--- config.mk ---
export PLATFORM = sky130hd
export DESIGN_NAME = digit_frame_receiver
export DESIGN_NICKNAME = d
export VERILOG_FILES = /design/src/rtl/digit_rx_pkg.sv /design/src/rtl/digit_rx_shifter.sv /design/src/rtl/digit_frame_receiver.sv
export SDC_FILE = /design/constraint.sdc
export NUM_CORES = 1
export LEC_CHECK = 0
export ABC_AREA = 1
export BUFFER_PORTS_ARGS = -buffer_cell sky130_fd_sc_hd__buf_2
export CAP_MARGIN = 20
export CORE_MARGIN = 1.5
export CORE_UTILIZATION = 50
export DETAILED_ROUTE_END_ITERATION = 16
export GPL_TIMING_DRIVEN = 0
export PLACE_DENSITY = 0.66
export RECOVER_POWER = 100
export SLEW_MARGIN = 30
export SYNTH_ARGS = -nofsm -noshare
export SYNTH_HDL_FRONTEND = slang
export SYNTH_SLANG_ARGS = --single-unit
export TNS_END_PERCENT = 20
--- constraint.sdc ---
create_clock -name clk -period 5.95 [get_ports clk]
set_input_delay 1.4875 -clock clk [delete_from_list [all_inputs] [get_ports clk]]
set_output_delay 1.4875 -clock clk [all_outputs]
set_load 0.02 [all_outputs]
--- src/rtl/digit_rx_pkg.sv ---
// Shared definitions for the digit frame receiver: frame length, counter
// widths and the receive FSM states. DIGIT_RX_PARITY_EN adds a ninth,
// odd-parity bit to every frame.
package digit_rx_pkg;

`ifdef DIGIT_RX_PARITY_EN
    localparam int FRAME_BITS = 9;
`else
    localparam int FRAME_BITS = 8;
`endif
    localparam int CNT_W = $clog2(FRAME_BITS + 1);
    localparam int IDX_W = 3;

    typedef enum logic {
        IDLE  = 1'b0,
        SHIFT = 1'b1
    } rx_state_e;

endpackage

--- src/rtl/digit_rx_shifter.sv ---
// Serial shift register plus bit counter. o_frame is the frame as it will
// look once the current serial bit is sampled, so the controller can grab
// a complete frame on the same edge that samples its last bit.
module digit_rx_shifter
    import digit_rx_pkg::*;
(
    input  logic                  clk,
    input  logic                  reset,
    input  logic                  i_load,   // start a new frame with i_bit as bit 0
    input  logic                  i_shift,  // append i_bit to the frame in progress
    input  logic                  i_clear,  // i_bit is the last bit: rewind the counter
    input  logic                  i_bit,
    output logic [CNT_W-1:0]      o_cnt,
    output logic [FRAME_BITS-1:0] o_frame
);

    logic [FRAME_BITS-2:0] r_sr;
    logic [CNT_W-1:0]      r_cnt;

    assign o_frame = {r_sr, i_bit};
    assign o_cnt   = r_cnt;

    // Shift MSB first: the first bit received ends up in the top of the frame.
    always_ff @(posedge clk or posedge reset) begin
        if (reset) begin
            r_sr  <= '0;
            r_cnt <= '0;
        end else if (i_load) begin
            r_sr  <= {{(FRAME_BITS-2){1'b0}}, i_bit};
            r_cnt <= CNT_W'(1);
        end else if (i_shift) begin
            r_sr  <= o_frame[FRAME_BITS-2:0];
            r_cnt <= i_clear ? '0 : r_cnt + 1'b1;
        end
    end

endmodule

--- src/rtl/digit_frame_receiver.sv ---
// Receives serial 7-segment digit frames, commits each complete frame to a
// rolling set of digit slots and exposes the last frame plus a read port.
// Build option: DIGIT_RX_PARITY_EN (9-bit frames with odd parity check).
module digit_frame_receiver
    import digit_rx_pkg::*;
#(
    parameter int NUM_DIGITS = 6
) (
    input  logic             clk,
    input  logic             reset,
    input  logic             en,
    input  logic             frame_sync,
    input  logic             serial_in,
    input  logic [2:0]       rd_select,
    output logic [6:0]       led_out,
    output logic             dp_out,
    output logic [IDX_W-1:0] digit_index,
    output logic             frame_valid,
    output logic             frame_err,
    output logic [7:0]       rd_led
);

    localparam logic [IDX_W-1:0] LAST_IDX = IDX_W'(NUM_DIGITS - 1);
    localparam logic [IDX_W:0]   ND       = (IDX_W + 1)'(NUM_DIGITS);
    localparam logic [CNT_W-1:0] LAST_CNT = CNT_W'(FRAME_BITS - 1);

    rx_state_e             r_state, w_next;
    logic                  w_load, w_shift, w_last, w_abort;
    logic [CNT_W-1:0]      w_cnt;
    logic [FRAME_BITS-1:0] w_frame;
    logic [7:0]            w_data;
    logic                  w_par_ok;

    // A finished frame waits here one cycle before it is committed.
    logic                  r_pend_ok, r_pend_err;
    logic [7:0]            r_pend_data;
    logic [7:0]            r_slots [NUM_DIGITS];

`ifdef DIGIT_RX_PARITY_EN
    assign w_data   = w_frame[8:1];
    assign w_par_ok = ^w_frame;   // data plus parity must hold an odd count of ones
`else
    assign w_data   = w_frame;
    assign w_par_ok = 1'b1;
`endif

    digit_rx_shifter u_shifter (
        .clk     (clk),
        .reset   (reset),
        .i_load  (w_load),
        .i_shift (w_shift),
        .i_clear (w_last),
        .i_bit   (serial_in),
        .o_cnt   (w_cnt),
        .o_frame (w_frame)
    );

    // FSM state register.
    always_ff @(posedge clk or posedge reset) begin
        if (reset) r_state <= IDLE;
        else       r_state <= w_next;
    end

    // Next state and shifter control; nothing moves while en is low.
    always_comb begin
        w_next  = r_state;
        w_load  = 1'b0;
        w_shift = 1'b0;
        w_last  = 1'b0;
        w_abort = 1'b0;
        if (en) begin
            unique case (r_state)
                IDLE: begin
                    if (frame_sync) begin
                        w_load = 1'b1;
                        w_next = SHIFT;
                    end
                end
                SHIFT: begin
                    if (frame_sync) begin
                        // Resync mid-frame: drop what we have, this bit starts a new frame.
                        w_abort = 1'b1;
                        w_load  = 1'b1;
                    end else begin
                        w_shift = 1'b1;
                        if (w_cnt == LAST_CNT) begin
                            w_last = 1'b1;
                            w_next = IDLE;
                        end
                    end
                end
                default: w_next = IDLE;
            endcase
        end
    end

    // Commit pipeline: capture the frame on its last bit, publish it one edge later.
    always_ff @(posedge clk or posedge reset) begin
        if (reset) begin
            led_out     <= '0;
            dp_out      <= 1'b0;
            digit_index <= '0;
            frame_valid <= 1'b0;
            frame_err   <= 1'b0;
            r_pend_ok   <= 1'b0;
            r_pend_err  <= 1'b0;
            r_pend_data <= '0;
            for (int i = 0; i < NUM_DIGITS; i++) r_slots[i] <= '0;
        end else if (en) begin
            frame_valid <= r_pend_ok;
            frame_err   <= r_pend_err | w_abort;
            r_pend_ok   <= w_last & w_par_ok;
            r_pend_err  <= w_last & ~w_par_ok;
            if (w_last) r_pend_data <= w_data;
            if (r_pend_ok) begin
                dp_out               <= r_pend_data[7];
                led_out              <= r_pend_data[6:0];
                r_slots[digit_index] <= r_pend_data;
                digit_index          <= (digit_index == LAST_IDX) ? '0 : digit_index + 1'b1;
            end
        end else begin
            frame_valid <= 1'b0;
            frame_err   <= 1'b0;
        end
    end

    // Registered slot read; unpopulated slot numbers read as blank.
    always_ff @(posedge clk or posedge reset) begin
        if (reset)   rd_led <= '0;
        else if (en) rd_led <= ({1'b0, rd_select} < ND) ? r_slots[rd_select] : 8'h00;
    end

endmodule

==> After elaboration in Yosys (flattened, before gate mapping) <==
Cells that the tools add are included.
{ "totals": {"in_bits": 8, "register_bits": 90, "elab_cells": 60} }
{ "classes": {"n_reduce_logical": 4, "muxes": 28, "n_eq_ne": 2, "addsub": 2, "bitwise": 3, "n_lt_le_gt_ge": 4} }
{ "op_table": {"columns": ["operator", "n"], "rows": [
  ["$bwmux W48", 1],
  ["$mux W8", 4],
  ["$bmux W8 S3", 1],
  ["$demux W8 S3", 1],
  ["$mux W1", 14],
  ["$mux W7", 2],
  ["$mux W4", 3],
  ["$ge A4 B4 Y1 const B", 2],
  ["$not A3 Y4", 2],
  ["$add A4 B1 Y4 const B", 1],
  ["$eq A4 B3 Y1 const B", 1],
  ["$lt A4 B1 Y1 const B", 1],
  ["$reduce_and A2 Y1", 2],
  ["$add A3 B1 Y3 const B", 1],
  ["$eq A3 B3 Y1 const B", 1],
  ["$lt A3 B3 Y1 const B", 1],
  ["$mux W3", 1],
  ["$pmux W1 S2", 1],
  ["$reduce_bool A2 Y1", 1],
  ["$logic_and A1 B1 Y1", 1],
  ["$not A1 Y1", 1]
]} }

==> Logic depth before layout (Yosys ltp) <==
{ "depth": {"ltp_word": 8, "mapped_depth": 9, "depth_no_buf": 7} }

==> Hierarchy <==
From an unflattened synthesis, not the netlist that was laid out.
{ "unflattened": {"hier_cells": 462, "hier_area_um2": 4076.4} }
{ "modules_own_cells": {"columns": ["module", "n_inst", "cells_each", "area_each_um2"], "rows": [
  ["digit_frame_receiver", 1, 408, 3582.2],
  ["digit_rx_shifter", 1, 54, 494.2]
]} }

==> Worst setup path before layout <==
OpenSTA, ideal clock, no wires.
{ "synth_timing": {"kind": "input to register", "start": "input port rd_select[1]", "end": "register rd_led[0]", "t_required_ps": 5834, "cell_stages": 8, "slack_ps": 3592, "arrival_time_ps": 2242, "cell_sequence": "buf_2 -> inv_1 -> buf_2 -> nand3_1 -> nand2_1 -> nand2_1 -> nand2_1 -> nand2_1"} }
{ "synth_via": {"elab_chain_len": 5, "word_cells_on_any_way": 6, "cone_classes": "order compare (1); mux (4); bitwise (1)"} }
{ "synth_rtl": {"columns": ["item", "line_no", "text"], "rows": [
  ["start: declaration", "digit_frame_receiver.sv:14", "input logic [2:0] rd_select,"],
  ["$not A3 Y4 (implied by the code)", "digit_frame_receiver.sv:130", "else if (en) rd_led <= ({1'b0, rd_select} < ND) ? r_slots[rd_select] : 8'h00;"],
  ["$bmux W8 S3", "digit_frame_receiver.sv:130", null],
  ["$mux W8 (implied by the code) (2 in series)", "digit_frame_receiver.sv:130", null],
  ["$mux W8 *", "digit_frame_receiver.sv:130", null],
  ["end signal: assignment", "digit_frame_receiver.sv:130", null],
  ["end: declaration", "digit_frame_receiver.sv:20", "output logic [7:0] rd_led"]
]} }
Mark *: on every way between the ends. The rest lies on a longest branch, timed or not. The select of a mux whose other input is x is not followed.
A chain may end at the register's enable or synchronous reset.

==> Worst setup path after layout <==
{ "layout_timing": {"start": "input port en", "end": "register r_slots[41] in the netlist's numbering"} }
{ "layout_via": {"elab_chain_len": 1} }
{ "layout_rtl": {"columns": ["item", "line_no", "text"], "rows": [
  ["start: declaration", "digit_frame_receiver.sv:11", "input logic en,"],
  ["$reduce_and A2 Y1 (no line)", null, null],
  ["end signal: indexed assignment", "digit_frame_receiver.sv:118", "r_slots[digit_index] <= r_pend_data;"],
  ["end: declaration", "digit_frame_receiver.sv:37", "logic [7:0] r_slots [NUM_DIGITS];"]
]} }
Every way passes these cells.

==> results.cfg <==
[finish]
fill_cells = 781
diodes = 0
final_nets = 495
drive_gt1_frac = 0.0631
synthToLayoutAreaGrowth_pct = 7.54
mostFrequentLayoutCell = nand2_1
stdcell_area_um2 = 4250
final_util = 0.553
final_cell_mix = 170 x nand2_1, 90 x dfrtp_1, 53 x o21ai_0

[worst_setup_path]
worstPathArrival_ns = 3.16
crit_type = in2reg
critPathMaxFanout = 10
end_kind = register
start_kind = input pin
worstPathRequired_ns = 6.18

[clock_network]
post_cts_resized = 0
post_cts_buffers = 0
numCtsBuffers = 9
h-tree-depth = 3
cts-root-buf = clkbuf_8
clockBufferDepth = 2
clkLatencyLatePin_ns = 0.37
cts_tree = done
clock_sinks = 90
clkTransAtPathRegs_ns = 0.09
ctsHoldBuffers = 0

[placed_design]
place_congestion = 0.841
dpl_cell_area_um2 = 4240
portBuffers = 25
dpl_worst_slack_ns = 3.33
dp_hpwl_um = 5940

[route]
ant_nets = 0
avgRoutedWirePerCell_um = 14.8
routed_wl_um = 8760
firstDrtPassIters = 5
drt-vias-per-instance = 5.14
dr_total_vias = 3048
initialDrtViolationCount = 290
post-route-drc-count = 0

[synth]
synth-compound-area-share = 0.116
netlist_area_um2 = 3950
muxShareOfSynthArea = 0
synth.avg_cell_area_um2 = 8.80
synth_area_leader_cell = dfrtp_1
ys_ff_latch = 90
synth_fa_ha_area_frac = 0.00317
synth_top_family_by_area = simple AND/OR/NAND/NOR gates
netlist_instances = 449
synth_nets = 458
synthSimpleGateAreaFrac = 0.229
synth_cell_types = 23
yosysSeqAreaShare = 0.570
yosys_warnings = 0
synth_xor_area_frac = 0.00665
yosys-top-cells-area = dfrtp_1 57%, nand2_1 15%, o21ai_1 6.0%, inv_1 3.9%, nand3_1 3.7%
synth_top_area_share = 0.570

[worst_hold_path]
min_path_type = reg2reg

[floorplanning]
die_x_um = 91.9
dieArea_um2 = 8440
dieHeight_um = 91.9
start_util = 0.514
coreArea_um2 = 7690
pin_count = 29
num_rows = 32

[global_route]
first_global_vias = 2911
grt_pass1_wl_um = 14900
grt_max_degree = 59
track_usage = 0.233
grt_antenna_before_repair = 0
grt_overflow = 0

[sta]
finalSetupTns_ns = 0
maxSlewViolCount = 33
tightest_slew_ns = 1.56
fin_worst_skew_ns = 0.0103
setup_viol = 0
setup_ws_ns = 3.03
final_hold_viol_count = 0
fin_crit_ns = 2.92
rsz0062_at_grt = no
max-slew-margin-rel = -0.0469
min_period_over_period = 0.492
fmax_ghz = 0.342

[pwr]
peakVddDrop_mv = 0.194
powerDensity_nw_per_um2 = 275
power.leakage_nw = 1.97

[run_status]
status = complete, but fails checks
violations = max-capacitance violations, max-slew violations

[job]
drv_cap = 1
[flip-flops by register name, indices dropped and copies added, names as in the netlist]
| signal | cells |
|---|---|
| rd_led | 8 |
| dp_out | 1 |
| frame_valid | 1 |
| frame_err | 1 |
| u_shifter.r_sr | 7 |
| r_state | 1 |
| r_pend_ok | 1 |
| r_slots | 48 |
| r_pend_data | 8 |
| u_shifter.o_cnt | 4 |
| digit_index | 3 |
| led_out | 7 |
[per-stage QoR]
step,hold WS [ns],instances,power [W]
after floorplan,0.455,449,0.000747
after global placement,0.457,576,0.000784
after detailed placement,0.462,577,0.000790
after CTS,0.486,593,0.00120
after global routing,0.512,593,0.00122
final,0.482,593,0.00117
[cell families (layout without fill, tap and decap cells)]
| group | count (synthesis) | count (layout) |
|---|---|---|
| simple gates | 210 | 210 |
| fa+ha+maj | 1 | 1 |
| xor+xnor | 3 | 3 |
| compound gates | 84 | 84 |
| flops | 90 | 90 |
| buf+inv | 61 | 103 |
[critical path: stages]
cell,delay [ns]
clkbuf_1,0.23
nand2_1,0.15
clkbuf_1,0.26
nor2_1,0.28
nand2_1,0.27
clkbuf_1,0.29
nand2_1,0.10
o21ai_0,0.08
[cell type report]
class | instances | area (µm²) | area share
Clock inverter | 6 | 57.6 | 0.0135
Multi-Input combinational cell | 298 | 1310 | 0.309
Timing Repair Buffer | 26 | 125 | 0.0295
Tap cell | 102 | 128 | 0.0300
Inverter | 43 | 163 | 0.0383
Buffer | 18 | 72.6 | 0.0171
Sequential cell | 90 | 2250 | 0.530
Clock buffer | 10 | 138 | 0.0324
[Yosys cell counts (all sizes together)]
cell type,instances
clkbuf,5
nand3,30
dfrtp,90
xnor2,1
ha,1
o22ai,7
xor2,2
a21oi,9
buf,13
inv,42
nor2,10
o21ai,68
nand2,170
clkinv,1
[final timing paths]
path                       slack (ns)      start          end  depth (start not counted)
max                              3.03         en  r_slots[41]                          8
min                              0.48  rd_led[4]    rd_led[4]                          2
max reg2reg                      3.97  r_pend_ok  r_slots[47]                          6
min reg2reg                      0.48  rd_led[4]    rd_led[4]                          2
max in group asynchronous        3.61      reset   r_slots[0]                          3
min in group asynchronous        1.47      reset       dp_out                          2
[routing by layer]
| layer | vias up | GRT usage | part of all wire |
|---|---|---|---|
| li1 | 1498 | - | - |
| met1 | 1450 | 0.334 | 0.49 |
| met2 | 89 | 0.349 | 0.45 |
| met3 | 11 | 0.0638 | 0.048 |
| met4 | 0 | 0.0628 | 0.011 |
| met5 | - | 0 | 0 |
[report_power, final]
| group | internal (W) | leakage (nW) | total (W) | switching, W |
|---|---|---|---|---|
| Combinational | 0.0000309 | 0.649 | 0.000116 | 0.0000849 |
| Clock | 0.000173 | 0.101 | 0.000406 | 0.000233 |
| Sequential | 0.000633 | 1.21 | 0.000647 | 0.0000146 |
| Total | 0.000837 | 1.97 | 0.00117 | 0.000332 |
Note: power is estimated with default switching activity, not from simulation.
